[src/rtl/bit_unstuffer.sv]
// -----------------------------------------------------------------------------
// bit_unstuffer
//
// Receive-path stage between the NRZI decoder and bs_decoder. It removes the
// stuffed 0 that follows every run of MAX_ONES consecutive 1s, frames each
// packet with start_decode / end_decode pulses, and qualifies every data bit
// with s_valid. A 1 arriving where a stuffed 0 is expected is reported to
// protocolFSM as stuff_error, which is held until rc_stuff_error acknowledges
// it.
//
// Ports:
//   clk             system clock, all state on the rising edge
//   rst             synchronous, active-high reset
//   abort           synchronous return to IDLE (from protocolFSM)
//   s_in            decoded serial bit, one per cycle while framed
//   start_unstuff   pulse: s_in this cycle is the first bit after SYNC
//   end_unstuff     pulse: EOP detected, s_in not valid this cycle
//   rc_stuff_error  acknowledge of stuff_error
//   s_out           unstuffed bit (0 whenever s_valid is 0)
//   s_valid         s_out carries a real data bit this cycle
//   start_decode    pulse: first bit of the packet
//   end_decode      pulse: packet ended cleanly
//   stuff_error     level until acknowledged
//   unstuffer_wait  high while idle and ready for a packet
//
// Outputs are Mealy (zero latency from s_in to s_out).
// -----------------------------------------------------------------------------
module bit_unstuffer #(
   parameter int MAX_ONES  = 6,
   parameter int SYNC_ONES = 1
) (
   input  logic clk,
   input  logic rst,
   input  logic abort,
   input  logic s_in,
   input  logic start_unstuff,
   input  logic end_unstuff,
   input  logic rc_stuff_error,
   output logic s_out,
   output logic s_valid,
   output logic start_decode,
   output logic end_decode,
   output logic stuff_error,
   output logic unstuffer_wait
);

   localparam int CNT_W = $clog2(MAX_ONES + 1);

   localparam logic [CNT_W-1:0] MAX_CNT    = CNT_W'(MAX_ONES);
   // The decoded SYNC field ends in SYNC_ONES 1s, so a leading 1 in the
   // first data bit continues that run.
   localparam logic [CNT_W-1:0] SYNC_START = CNT_W'(SYNC_ONES + 1);
   localparam logic [CNT_W-1:0] CNT_ONE    = CNT_W'(1);

   typedef enum logic [1:0] {
      IDLE  = 2'd0,
      RUN   = 2'd1,
      ERROR = 2'd2
   } state_t;

   state_t           state_reg,    state_next;
   logic [CNT_W-1:0] ones_cnt_reg, ones_cnt_next;

   // ---------------------------------------------------------------------
   // State register
   // ---------------------------------------------------------------------
   always_ff @(posedge clk) begin
      if (rst) begin
         state_reg    <= IDLE;
         ones_cnt_reg <= '0;
      end else begin
         state_reg    <= state_next;
         ones_cnt_reg <= ones_cnt_next;
      end
   end

   // ---------------------------------------------------------------------
   // Next-state and Mealy outputs
   // ---------------------------------------------------------------------
   always_comb begin
      state_next     = state_reg;
      ones_cnt_next  = ones_cnt_reg;
      s_out          = 1'b0;
      s_valid        = 1'b0;
      start_decode   = 1'b0;
      end_decode     = 1'b0;
      stuff_error    = 1'b0;
      unstuffer_wait = 1'b0;

      case (state_reg)
         IDLE: begin
            unstuffer_wait = 1'b1;
            if (start_unstuff) begin
               start_decode  = 1'b1;
               s_valid       = 1'b1;
               s_out         = s_in;
               ones_cnt_next = s_in ? SYNC_START : '0;
               state_next    = RUN;
            end
         end

         RUN: begin
            if (end_unstuff) begin
               // EOP wins even when a stuffed bit is due.
               end_decode    = 1'b1;
               ones_cnt_next = '0;
               state_next    = IDLE;
            end else if (ones_cnt_reg == MAX_CNT) begin
               ones_cnt_next = '0;
               if (s_in) begin
                  stuff_error = 1'b1;
                  state_next  = ERROR;
               end
               // s_in == 0: stuffed bit silently dropped.
            end else begin
               s_valid = 1'b1;
               s_out   = s_in;
               // Only reached below MAX_CNT, so the count cannot overflow.
               ones_cnt_next = s_in ? (ones_cnt_reg + CNT_ONE) : '0;
            end
         end

         ERROR: begin
            if (rc_stuff_error) begin
               state_next = IDLE;
            end else begin
               stuff_error = 1'b1;
            end
         end

         default: begin
            state_next    = IDLE;
            ones_cnt_next = '0;
         end
      endcase

      // Reset and abort squash every output and force IDLE; the block is
      // considered idle (ready) while either is asserted.
      if (rst || abort) begin
         s_out          = 1'b0;
         s_valid        = 1'b0;
         start_decode   = 1'b0;
         end_decode     = 1'b0;
         stuff_error    = 1'b0;
         unstuffer_wait = 1'b1;
         state_next     = IDLE;
         ones_cnt_next  = '0;
      end
   end

endmodule

[config.mk]
export PLATFORM = sky130hd
export DESIGN_NAME = bit_unstuffer
export DESIGN_NICKNAME = d
export VERILOG_FILES = /design/src/rtl/bit_unstuffer.sv
export SDC_FILE = /design/constraint.sdc
export NUM_CORES = 1
export LEC_CHECK = 0
export BUFFER_PORTS_ARGS = -buffer_cell sky130_fd_sc_hd__buf_2
export CAP_MARGIN = 15
export CORE_AREA = 5 5 42 44
export DETAILED_ROUTE_END_ITERATION = 7
export DIE_AREA = 0 0 47 49
export SLEW_MARGIN = 20
export SYNTH_ARGS = -nofsm -noshare
export SYNTH_HDL_FRONTEND = slang
export SYNTH_SLANG_ARGS = --single-unit
[constraint.sdc]
create_clock -name clk -period 1.3 [get_ports clk]
set_input_delay 0.195 -clock clk [delete_from_list [all_inputs] [get_ports clk]]
set_output_delay 0.195 -clock clk [all_outputs]
set_load 0.01 [all_outputs]
==> results summary, run 1 <==
The post-route non-filler standard cell count is 99. The capturing element type of the critical path is a primary output. The clock transition at the registers of the reported paths is 0.05 ns. The number of cells on the worst reg-to-reg path is 8. The floorplan step set the die width to 47 um.

After detailed routing, the average wire length per cell comes to around 11 um. The post-synthesis instance area came out at 432.9 um^2. The number of vias in the routed layout came out at 473. The slack of the worst reg-to-reg path came out at -0.09 ns.

The worst path setup slack after routing came out at -0.2496 ns. The share of layout cells above drive strength 1 came out at 66.27%. The final count of pins violating max slew came out at 0. The power density over the cells is 631.4 mW/mm^2. TritonCTS built the clock tree. The post-synthesis async set-or-reset flop share is 0%. The startpoint of the most critical register-to-register path is state_reg[1]$_SDFFE_PP0P_. The placeable core region came out at 0.001401 mm^2. The number of DRC violations after detailed-routing iteration 0 is 4.

The number of DRC violations after detailed routing is 0. The synthesized area per cell is 8.017 um^2. Counting instances in the post-synthesis netlist gives the leading cell types as nand2_1, dfxtp_1, ha_1, inv_1, nor2_1.

The measured slew at the worst slew-check pin is about 0.19 ns. The post-layout instance area came out at around 730 um^2. The number of H-tree levels is 1. The floorplan has 14 rows. In this run the tool buffered the top-level ports with 12 buffer cells. In the post-synthesis netlist, the biggest area contributors are dfxtp_1, ha_1, nand2_1.

By instance count, the leading cell after synthesis is nand2_1. The final clock period utilization by the worst path is 119.2%. The internal power contribution is about 0.33 mW. The critical path ends at s_out.

The number of flops mapped to enable cells by yosys is 0. The register with the most flip-flops in the layout has 3 of them. The share of total power dissipated in sequential elements is a little over a third. The synthesized netlist net count is 66.

The pin count of the biggest net entering global routing came out at 7. The floorplan step set the die height to 49 um. The most area-hungry cell type in the Yosys netlist is dfxtp_1.

The via count normalized by instance count came out at 4.778. Based on the critical path, the design can be clocked at up to 645.3 MHz. The number of violations of the max-capacitance limit came out at 0. The critical path in this run is classified as reg -> out. The number of inserted diodes is 0. The combinational group share of total power is between 20% and 30%.

The first detailed-routing pass took 2 iterations. The warning count from the yosys run came out at 0. The count of hold buffers inserted by post-cts repair is 0. The number of clock sinks came out at 5. The worst-case clock buffer depth is 2. At the later pin of the worst-skew pair, clock insertion delay measures 0.24 ns. In this run the remaining antenna-violating nets after routing total 0.

The cell area reported after detailed placement came out at 598.1 um^2. For this run, the post-layout net count is 96. The switching power total is 0.1282 mW. For this run, the share of the core covered by cells in the final layout is 52.05%. In this run the worst setup path begins at state_reg[1]$_SDFFE_PP0P_. The final setup violation count is 8. Before CTS, the worst setup slack after placement is -0.1038 ns. Data arrives at the worst endpoint at 1.35 ns.

Including well taps, the total number of placed cells is 91. The first-pass GRT wire length is 1890 um. The via count of the first global-routing pass is between 400 and 500. The sum of routed wire length over all layers came out at 1138 um. The min-delay analysis places its worst path in the category in -> reg. The flip-flop and latch count after synthesis is 5. The TritonCTS buffer count is 3. The flow ran to the end, but the final reports show violations.

The final count of hold timing violations came to 0. The most used flip-flop cell after synthesis is dfxtp_1. The net switching fraction of the power is 27.84%. The clock group share of total power came out at 39.8%. The final reports fail on negative setup slack. The number of instances in the synthesized netlist is 54. The relative max-transition margin came out at between 80% and 90%. The total congestion overflow is 0. The distinct cell type count after synthesis came out at 24. The endpoint identified for the worst register-to-register timing path is state_reg[0]$_SDFFE_PP0P_. The overall routing resource usage came out at between 10% and 20%. The category of the worst setup path launch point is a flip-flop. The area growth from synthesis to layout came out at 68.50%.

The number of antenna violations at the first check in global routing is 0. The count of boundary I/O pins came out at 13. The number of fillers in the final layout is 140.

The required time at the endpoint of the critical path is about 1.1 ns. The peak fanout along the critical path came out at 3. The half-perimeter wire length after placement came out at 868.9 um. The minimum clock period after layout came out at between 1.5 and 2 ns. The clock root buffer is clkbuf_4. The synthesized design devotes to its leading area cell type 23.12% of total area. The share of the yosys chip area belonging to registers is 23.12%.

The area enclosed by the die boundary is 0.002303 mm^2. Setup repair after global routing could not meet its margin everywhere. The standby leakage power came out at 0.3332 nW. The effective utilization at floorplan is a little under a third. The final weighted congestion in routability-driven placement is about 0.79.

The post-route clock skew is between 0.005 and 0.006 ns. The worst supply voltage drop on vdd is 510.0 uV.
[layout make-up]
class | instances | area [um^2] | share of cell area (%)
sequential | 5 | 106.4 | 14.58
clock buffer | 4 | 26.28 | 3.602
tap | 16 | 20.02 | 2.744
timing repair buffer | 25 | 177.7 | 24.36
multi-input combinational | 45 | 381.6 | 52.32
inverter | 4 | 17.52 | 2.401
[worst max-delay path, cell delays in order, from the launching register on]
cell and delay, ns:
dfxtp_2 0.34, inv_2 0.05, ha_4 0.15, and2b_2 0.20, nand2_2 0.06, a21oi_2 0.05
and2_4 0.15, buf_6 0.11
[metrics by stage]
stage                     power, mW  setup TNS [ns]  hold slack (ns)
after floorplan              0.2183               0           0.3460
after global placement       0.2605         -0.2806           0.5038
after detailed placement     0.2617         -0.4627           0.5124
after CTS                    0.4637          -1.154           0.2923
after global routing         0.4972          -1.917           0.2990
final                        0.4606          -1.200           0.2825
[worst min-delay path by stage]
stage                                   start                      endpoint  slack, ns  depth (start not counted)
finish                                    rst  ones_cnt_reg[0]$_SDFFE_PP0P_       0.28                          3
detailed placement  state_reg[0]$_SDFFE_PP0P_     state_reg[0]$_SDFFE_PP0P_       0.51                          2
floorplan                                s_in  ones_cnt_reg[1]$_SDFFE_PP0P_       0.35                          2
global route                            abort  ones_cnt_reg[0]$_SDFFE_PP0P_       0.30                          3
CTS                                       rst  ones_cnt_reg[2]$_SDFFE_PP0P_       0.29                          3
global placement    state_reg[0]$_SDFFE_PP0P_     state_reg[0]$_SDFFE_PP0P_       0.50                          2
[routing by layer]
metal | GRT usage (%) | wire [um] | vias up
li1 | - | - | 245
met1 | 12.53 | 467 | 212
met2 | 17.87 | 592 | 10
met3 | 4.059 | 54 | 6
met4 | 6.452 | 25 | 0
met5 | 0 | 0 | -
[cell families after synthesis]
| group | share of synthesized area [%] |
|---|---|
| AOI/OAI and AO/OA | 14.45 |
| adders and majority gates | 14.45 |
| buffers and inverters | 3.467 |
| DFF | 23.12 |
| muxes | 2.312 |
| and+or+nand+nor | 42.20 |
[layout by cell type (no fill, tap or decap), types with 3 or more instances in the layout]
cell type  Yosys  final
buf_4          0     11
buf_2          0     10
nand2_1        8      6
nor2_1         4      4
buf_6          0      4
nand2b_1       3      3
and2b_2        3      3
a21oi_2        1      3
ha_4           0      3
clkbuf_4       0      3
[timing repair]
item / 4_1_cts / 5_1_grt
resized for setup: 19 / 5
endpoints found under the setup margin: 11 / 11
pin swaps: 6 / 5
setup buffers: 4 / 0
[power groups by stage]
stage	registers, mW	clock network (mW)	logic [mW]
2_1_floorplan	0.164	0	0.0547
3_3_place_gp	0.163	0	0.0971
3_5_place_dp	0.164	0	0.0979
4_1_cts	0.162	0.190	0.111
5_1_grt	0.163	0.208	0.127
6_report	0.163	0.183	0.115
Power figures use the tool's default switching activity.
==> inputs of run 2 (changes only) <==
clock period = 1.66 ns   (was 1.3 ns; I/O delays follow)
==> results summary, run 2 (same netlist as run 1, synthesis figures left out) <==
The final count of pins violating max slew came out at 0 (unchanged). The flip-flop count of the largest register, all copies and words added is 3 (unchanged). The number of cells on the worst reg-to-reg path is 6 (-2). The number of clock sinks is 5 (unchanged). The worst setup path is of the reg -> out kind. The worst path setup slack after routing came out at 0.01702 ns (+0.2666 ns). The number of nets in the layout is 84 (-13%). The height of the die is 49 um (unchanged). The area enclosed by the die boundary came out at 0.002303 mm^2 (unchanged).

The count of boundary I/O pins came out at 13 (unchanged). In the finished design, the share of the clock period the worst path needs comes to 98.97%. The utilization after layout is 41.34% (-11 points).

The combinational group share of total power is 20.0% (-4.9 points). The number of inserted diodes was 0 (unchanged). The TritonCTS buffer count came to 3 (unchanged). The placeable core region is 0.001401 mm^2 (unchanged). The first-pass GRT wire length was 1752 um (-7.3%). The wire length per cell is 11.45 um (-0.41%).

The final count of hold timing violations came to 0 (unchanged). The post-route clock skew is 0.007244 ns (+0.002072 ns). In the layout the commonest cells are buf_2, nand2_1, nor2_1. The measured slew at the worst slew-check pin came out at 0.3147 ns (+0.1213 ns).

The net switching fraction of the power was 27.34% (-0.49 points). The library cell used most frequently in the layout, excluding fill and tap cells, is buf_2. The arrival time reported for the critical path endpoint is 1.39 ns (+0.04 ns). The standby leakage power came out at 0.2661 nW (-20%).

The fraction of power consumed by sequential logic is 37.5% (+2.2 points). The internal power contribution was 0.2460 mW (-26%). The power density over the cells came out at 584.5 mW/mm^2 (-7.4%). The clock latency of the later-clocked register in the worst-skew pair came out at 0.24 ns (about the same). The count of standard-cell rows was 14 (unchanged). The required time at the endpoint of the critical path came out at 1.41 ns (+0.30 ns).

The clock group share of total power came to 42.5% (+2.7 points). In this run the clock root is driven by a clkbuf_4. The quantity of I/O buffers inserted on ports is 12 (unchanged). The effective utilization at floorplan is 30.89% (unchanged).

The number of H-tree levels came to 1 (unchanged). The final antenna-violating net count is 0 (unchanged). The clock transition at the registers of the reported paths is 0.05 ns (about the same). The cell with the largest stage delay on the worst path is dfxtp_2.

The switching power total is 0.09258 mW (-28%). Setup repair after global routing could not meet its margin everywhere. The type of the most critical hold path is in -> reg. The number of vias in the routed layout came out at 425 (-10%). The startpoint of the most critical register-to-register path is state_reg[0]$_SDFFE_PP0P_.

The overall power of the completed layout came out at 0.3386 mW (-26%). Compared with the post-synthesis result, the final layout area differs by 33.82%. The worst setup path is captured at a primary output. The relative max-transition margin came to 78.94% (-8.1 points). The most critical setup path has its startpoint at state_reg[1]$_SDFFE_PP0P_. The half-perimeter wire length after placement was 765.7 um (-12%).

The number of fillers in the final layout was 155 (+11%). The number of violations of the max-capacitance limit is 0 (unchanged). The worst-case clock buffer depth came out at 2 (unchanged).

The worst hold-check slack came to 0.3354 ns (+0.05291 ns). The peak fanout along the critical path came out at 3 (unchanged). The number of DRC violations after detailed-routing iteration 0 was 3 (-1).

The maximum clock frequency came out at 608.7 MHz. The share of layout cells above drive strength 1 is 47.89% (-18 points). The count of hold buffers inserted by post-cts repair is 0 (unchanged). The sum of routed wire length over all layers came out at 996 um (-12%). The final setup violation count is 0 (-8). The final total negative setup slack came out at 0 ns (+1.200 ns). The setup slack after placement came out at 0.1411 ns (+0.2449 ns). Following the worst setup path forward leads to its endpoint at s_out. For the finished layout, the period the worst path requires is 1.643 ns. The critical path goes through inv_2 > ha_4 > and2b_2 > nand2_2 > a21oi_2 > and2_1 > buf_2. The pin count of the biggest net entering global routing is 8 (+1). The total congestion overflow came out at 0 (unchanged).

The worst setup path is launched from a flip-flop. TritonCTS built the clock tree. The via count normalized by instance count is 4.885 (+2.2%). The count of TritonRoute iterations in the first routing pass came to 4 (+2). The flow ran to the end, and the final reports show no timing, DRC or antenna violations. The overall routing resource usage came to 10.43% (-0.91 points). The number of antenna violations at the first check in global routing is 0 (unchanged). The via count of the first global-routing pass came out at 418 (-11%). The largest stage delay on the critical path is 0.34 ns (about the same). The die span in x is 47 um (unchanged). The worst supply voltage drop on vdd came to 384.1 uV (-25%). The capture point of the worst reg-to-reg path is state_reg[1]$_SDFFE_PP0P_. The final weighted congestion in routability-driven placement is 0.7742 (-2.4%).

The number of DRC violations after detailed routing is 0 (unchanged). The slack of the worst reg-to-reg path is 0.39 ns (+0.48 ns).
run 2: through the flow:
stage | std cells | area (um^2)
floorplan | 54 | 432.9
global placement | 83 | 520.5
detailed placement | 83 | 520.5
CTS | 87 | 579.3
global route | 87 | 579.3
finish | 87 | 579.3
run 2: how the worst min path moves through the flow:
| stage | startpoint | to | slack [ns] | cells after the start |
|---|---|---|---|---|
| final | s_in | ones_cnt_reg[0]$_SDFFE_PP0P_ | 0.34 | 3 |
| after global routing | abort | ones_cnt_reg[2]$_SDFFE_PP0P_ | 0.35 | 3 |
| after CTS | s_in | ones_cnt_reg[1]$_SDFFE_PP0P_ | 0.33 | 3 |
| after detailed placement | ones_cnt_reg[0]$_SDFFE_PP0P_ | ones_cnt_reg[0]$_SDFFE_PP0P_ | 0.47 | 2 |
| after global placement | ones_cnt_reg[0]$_SDFFE_PP0P_ | ones_cnt_reg[0]$_SDFFE_PP0P_ | 0.47 | 2 |
| after floorplan | s_in | ones_cnt_reg[1]$_SDFFE_PP0P_ | 0.40 | 2 |
run 2: what timing repair did:
action | in CTS | in global routing
buffers inserted | 0 | 0
resized for setup | 9 | 2
pin swaps | 0 | 2
endpoints found under the setup margin | 3 | 3
run 2: cell type report:
type                    count  area (um^2)  share of cell area (%)
multi-input cells          45        347.8                   60.04
well taps                  16        20.02                   3.456
inverters                   4        15.01                   2.592
clock buffers               4        26.28                   4.536
flip-flops and latches      5        102.6                   17.71
repair buffers             13        67.56                   11.66
run 2: metal layers:
| metal | vias up | global-route usage (%) | share of wire, % |
|---|---|---|---|
| met3 | 2 | 5.535 | 5.5 |
| met2 | 8 | 16.74 | 51 |
| met5 | - | 0 | 0 |
| li1 | 222 | - | - |
| met1 | 193 | 11.67 | 42 |
| met4 | 0 | 2.765 | 0.80 |
run 2: critical path: cells and delay by family, from the launching register on:
family	cells	cell delay, ns
simple gates	3	0.41
flops	1	0.34
buf+inv	2	0.19
fa+ha+maj	1	0.17
compound gates	1	0.05
run 2: power by group through the flow:
stage                     clock (mW)  sequential [mW]  combinational [mW]
after global routing           0.160            0.127              0.0765
final                          0.144            0.127              0.0678
after detailed placement           0            0.128              0.0634
after floorplan                    0            0.127              0.0406
after CTS                      0.150            0.127              0.0674
after global placement             0            0.128              0.0633
==> inputs of run 3 (changes only) <==
ABC_AREA = 1   (was default)
CORE_AREA = default   (was 5 5 42 44)
CORE_MARGIN = 5   (was default)
CORE_UTILIZATION = 32   (was default)
DIE_AREA = default   (was 0 0 47 49)
==> results summary, run 3 <==
The total congestion overflow is 0 (unchanged). The post-route clock skew is 0.0002755 ns (-0.006969 ns). By area the synthesized netlist is led by dfxtp_1, nand2_1, ha_1. The sum of routed wire length over all layers came out at 893 um (-10%). The internal power contribution was 0.2469 mW (+0.35%). The final count of pins violating max slew came out at 0 (unchanged). The standby leakage power is 0.3115 nW (+17%). The count of standard-cell rows came to 13 (-1).

The wire length per cell is 8.505 um (-26%). The count of boundary I/O pins is 13 (unchanged). The net switching fraction of the power came to 28.30% (+0.96 points). The number of violations of the max-capacitance limit is 0 (unchanged). The flip-flop and latch count after synthesis is 5 (unchanged). The effective utilization at floorplan came to 34.28% (+3.4 points). The largest stage delay on the critical path is 0.33 ns (about the same). The synthesized design spends more area on one cell type than any other, namely dfxtp_1. The flip-flop count of the largest register, all copies and words added is 3 (unchanged). The overall routing resource usage came out at 10.59% (+0.16 points). The minimum clock period after layout is 1.594 ns (-0.04854 ns). The buffering stage count on the worst path with inverters included is 3 (+1). The power density over the cells is 561.6 mW/mm^2 (-3.9%).

The final count of hold timing violations came out at 0 (unchanged). The final clock period utilization by the worst path came out at 96.05% (-2.9 points). The switching power total came out at 0.09744 mW (+5.2%). The worst-case clock buffer depth came out at 2 (unchanged).

The final weighted congestion in routability-driven placement is 0.7944 (+2.6%). The post-synthesis instance area came out at 451.7 um^2 (+4.3%). The number of inserted diodes came out at 0 (unchanged).

The commonest cells after synthesis are nand2_1, inv_1, nor2_1, dfxtp_1, ha_1. The placeable core region was 0.001318 mm^2 (-6.0%). The root buffer cell chosen for the clock tree is clkbuf_4. The TritonCTS buffer count came out at 3 (unchanged).

The number of DRC violations after detailed routing came out at 0 (unchanged). The fraction of power consumed by sequential logic is 37.2% (-0.3 points). The library cell used most frequently in the layout, excluding fill and tap cells, is nand2_1.

The number of fillers in the final layout came to 137 (-12%). The number of antenna violations at the first check in global routing came to 0 (unchanged). The final setup violation count is 0 (unchanged). The number of clock sinks is 5 (unchanged).

The first-pass GRT wire length is 1593 um (-9.1%). The tightest min-delay check is of the in -> reg type. The via count normalized by instance count is 4.267 (-13%). The share of the yosys chip area belonging to registers is 22.16% (-0.96 points). The synthesized netlist net count came out at 83 (+26%). The number of H-tree levels is 1 (unchanged). The warning count from the yosys run came out at 0 (unchanged). The area enclosed by the die boundary came to 0.002263 mm^2 (-1.7%).

The final antenna-violating net count was 0 (unchanged). The post-synthesis async set-or-reset flop share is 0% (unchanged). The number of instances in the synthesized netlist is 71 (+31%). The share of layout cells above drive strength 1 came out at 44.44% (-3.4 points). The capturing element type of the critical path is a primary output.

The area fraction of the dominant cell type after synthesis is 22.16% (-0.96 points). The peak fanout along the critical path is 3 (unchanged). The TritonCTS clock tree is yes. The via count of the first global-routing pass came out at 413 (-1.2%). The clock latency of the later-clocked register in the worst-skew pair is 0.24 ns (about the same). Walking the worst path, the cells encountered are inv_4 > ha_4 > inv_2 > nor2_4 > nand2_1 > nor2_2 > a21oi_1 > nor2_1 > buf_2.

The number of nets in the layout was 103 (+23%). The number of flops mapped to enable cells by yosys came to 0 (unchanged). The die span in x was 47.57 um (+1.2%). The flow ran to the end, and the final reports show no timing, DRC or antenna violations. The critical path is of the reg -> out type. Grouping stages by cell kind, the critical path spends the most delay in simple AND/OR/NAND/NOR gates. The relative max-transition margin was 85.25% (+6.3 points). The area growth from synthesis to layout is 35.73%. The synthesized area per cell came out at 6.362 um^2 (-21%). The clock transition at the registers of the reported paths is 0.04 ns (about the same).

The final total negative setup slack came out at 0 ns (unchanged). The distinct cell type count after synthesis came out at 17 (-29%). The combinational group share of total power is 22.0% (+2.0 points). Leaving out fill and tap cells, the most frequent cells in the layout are nand2_1, buf_2, inv_1.

The overall power of the completed layout came out at 0.3443 mW (+1.7%). The height of the die is 47.57 um (-2.9%). The clock group share of total power is 40.8% (-1.7 points). The cell with the largest stage delay on the worst path is dfxtp_2.

Setup repair after global routing could not meet its margin everywhere. The count of TritonRoute iterations in the first routing pass came out at 1 (-3). The pin count of the biggest net entering global routing was 6 (-2). The half-perimeter wire length after placement came to 779.5 um (+1.8%). The quantity of I/O buffers inserted on ports came out at 12 (unchanged). The most common cell in the synthesized netlist is nand2_1. The number of vias in the routed layout came out at 448 (+5.4%). The maximum clock frequency is 627.2 MHz (+3.0%). The arrival time reported for the critical path endpoint came to 1.35 ns (-0.04 ns). The measured slew at the worst slew-check pin is 0.2210 ns (-0.09371 ns). The worst supply voltage drop on vdd is 354.1 uV (-7.8%). Among all flip-flop cells after synthesis, the most frequent one is dfxtp_1. The number of DRC violations after detailed-routing iteration 0 came out at 0 (-3). The required time at the endpoint of the critical path is 1.41 ns (about the same). The worst setup path is launched from a flip-flop.
run 3: changes by cell type after synthesis, moves of 2 or more:
cell,before,now
nand2_2,0,4
nand2_1,8,18
nor2_1,4,10
nand2b_1,3,0
nor2_2,0,2
o21ai_2,0,2
o21ai_0,2,0
inv_2,0,3
inv_1,4,13
and2b_2,3,0
run 3: worst paths after layout:
check                           slack [ns]  cells after the start                      endpoint                          from
worst max register to register        0.42                      9  ones_cnt_reg[1]$_SDFFE_PP0P_     state_reg[0]$_SDFFE_PP0P_
worst max-delay path                  0.07                      9                   stuff_error     state_reg[1]$_SDFFE_PP0P_
worst min register to register        0.55                      4  ones_cnt_reg[2]$_SDFFE_PP0P_  ones_cnt_reg[2]$_SDFFE_PP0P_
worst min-delay path                  0.28                      4     state_reg[0]$_SDFFE_PP0P_                           rst
run 3: power groups by stage:
stage | clock network [mW] | logic [mW] | registers, mW
finish | 0.141 | 0.0758 | 0.128
global route | 0.160 | 0.0867 | 0.128
CTS | 0.147 | 0.0743 | 0.127
detailed placement | 0 | 0.0709 | 0.129
global placement | 0 | 0.0703 | 0.129
floorplan | 0 | 0.0498 | 0.128
run 3: metal layers:
metal  up-vias  global-route usage, %  part of all wire [%]
met5         -                      0                     0
met4         0                  4.839                  0.90
met3         2                  5.639                   4.9
met2         8                  18.18                    53
met1       190                  10.54                    41
li1        248                      -                     -
run 3: worst min-delay path, stage by stage:
cell and delay (ns):
buf_2 0.08, nor2_2 0.05, nand2_1 0.06, nor2_1 0.03
run 3: cell families (layout without fill, tap and decap cells):
logic type,count (synthesis),count (layout),share of synthesized area (%)
xor gates and xnor gates,1,1,3.602
DFF,5,5,22.16
adders and majority gates,5,5,13.85
AOI/OAI and AO/OA,4,4,6.925
and+or+nand+nor,40,40,40.17
buffers and inverters,16,35,13.30
run 3: area by class of cell:
type / count / area (um^2) / area share, %
flip-flops and latches: 5 / 103.9 / 16.94
multi-input cells: 50 / 319.1 / 52.04
well taps: 15 / 18.77 / 3.061
clock buffers: 4 / 26.28 / 4.286
repair buffers: 15 / 82.58 / 13.47
inverters: 16 / 62.56 / 10.20
run 3: what timing repair did:
action	CTS	global route
resized for setup	5	6
endpoints found under the setup margin	2	5
pin swaps	3	5
setup buffers	2	1
hold buffers	0	0
run 3: per-stage QoR:
stage	instance area, um^2	setup slack [ns]	hold slack (ns)	util (%)	cells
global placement	530.5	0.2407	0.4823	40.27	98
detailed placement	530.5	0.2283	0.4955	40.27	98
global route	613.1	-0.02328	0.2807	46.53	105
finish	613.1	0.06556	0.2767	46.53	105
CTS	588.1	0.005043	0.2786	44.63	104
floorplan	451.7	0.3718	0.4104	-	71
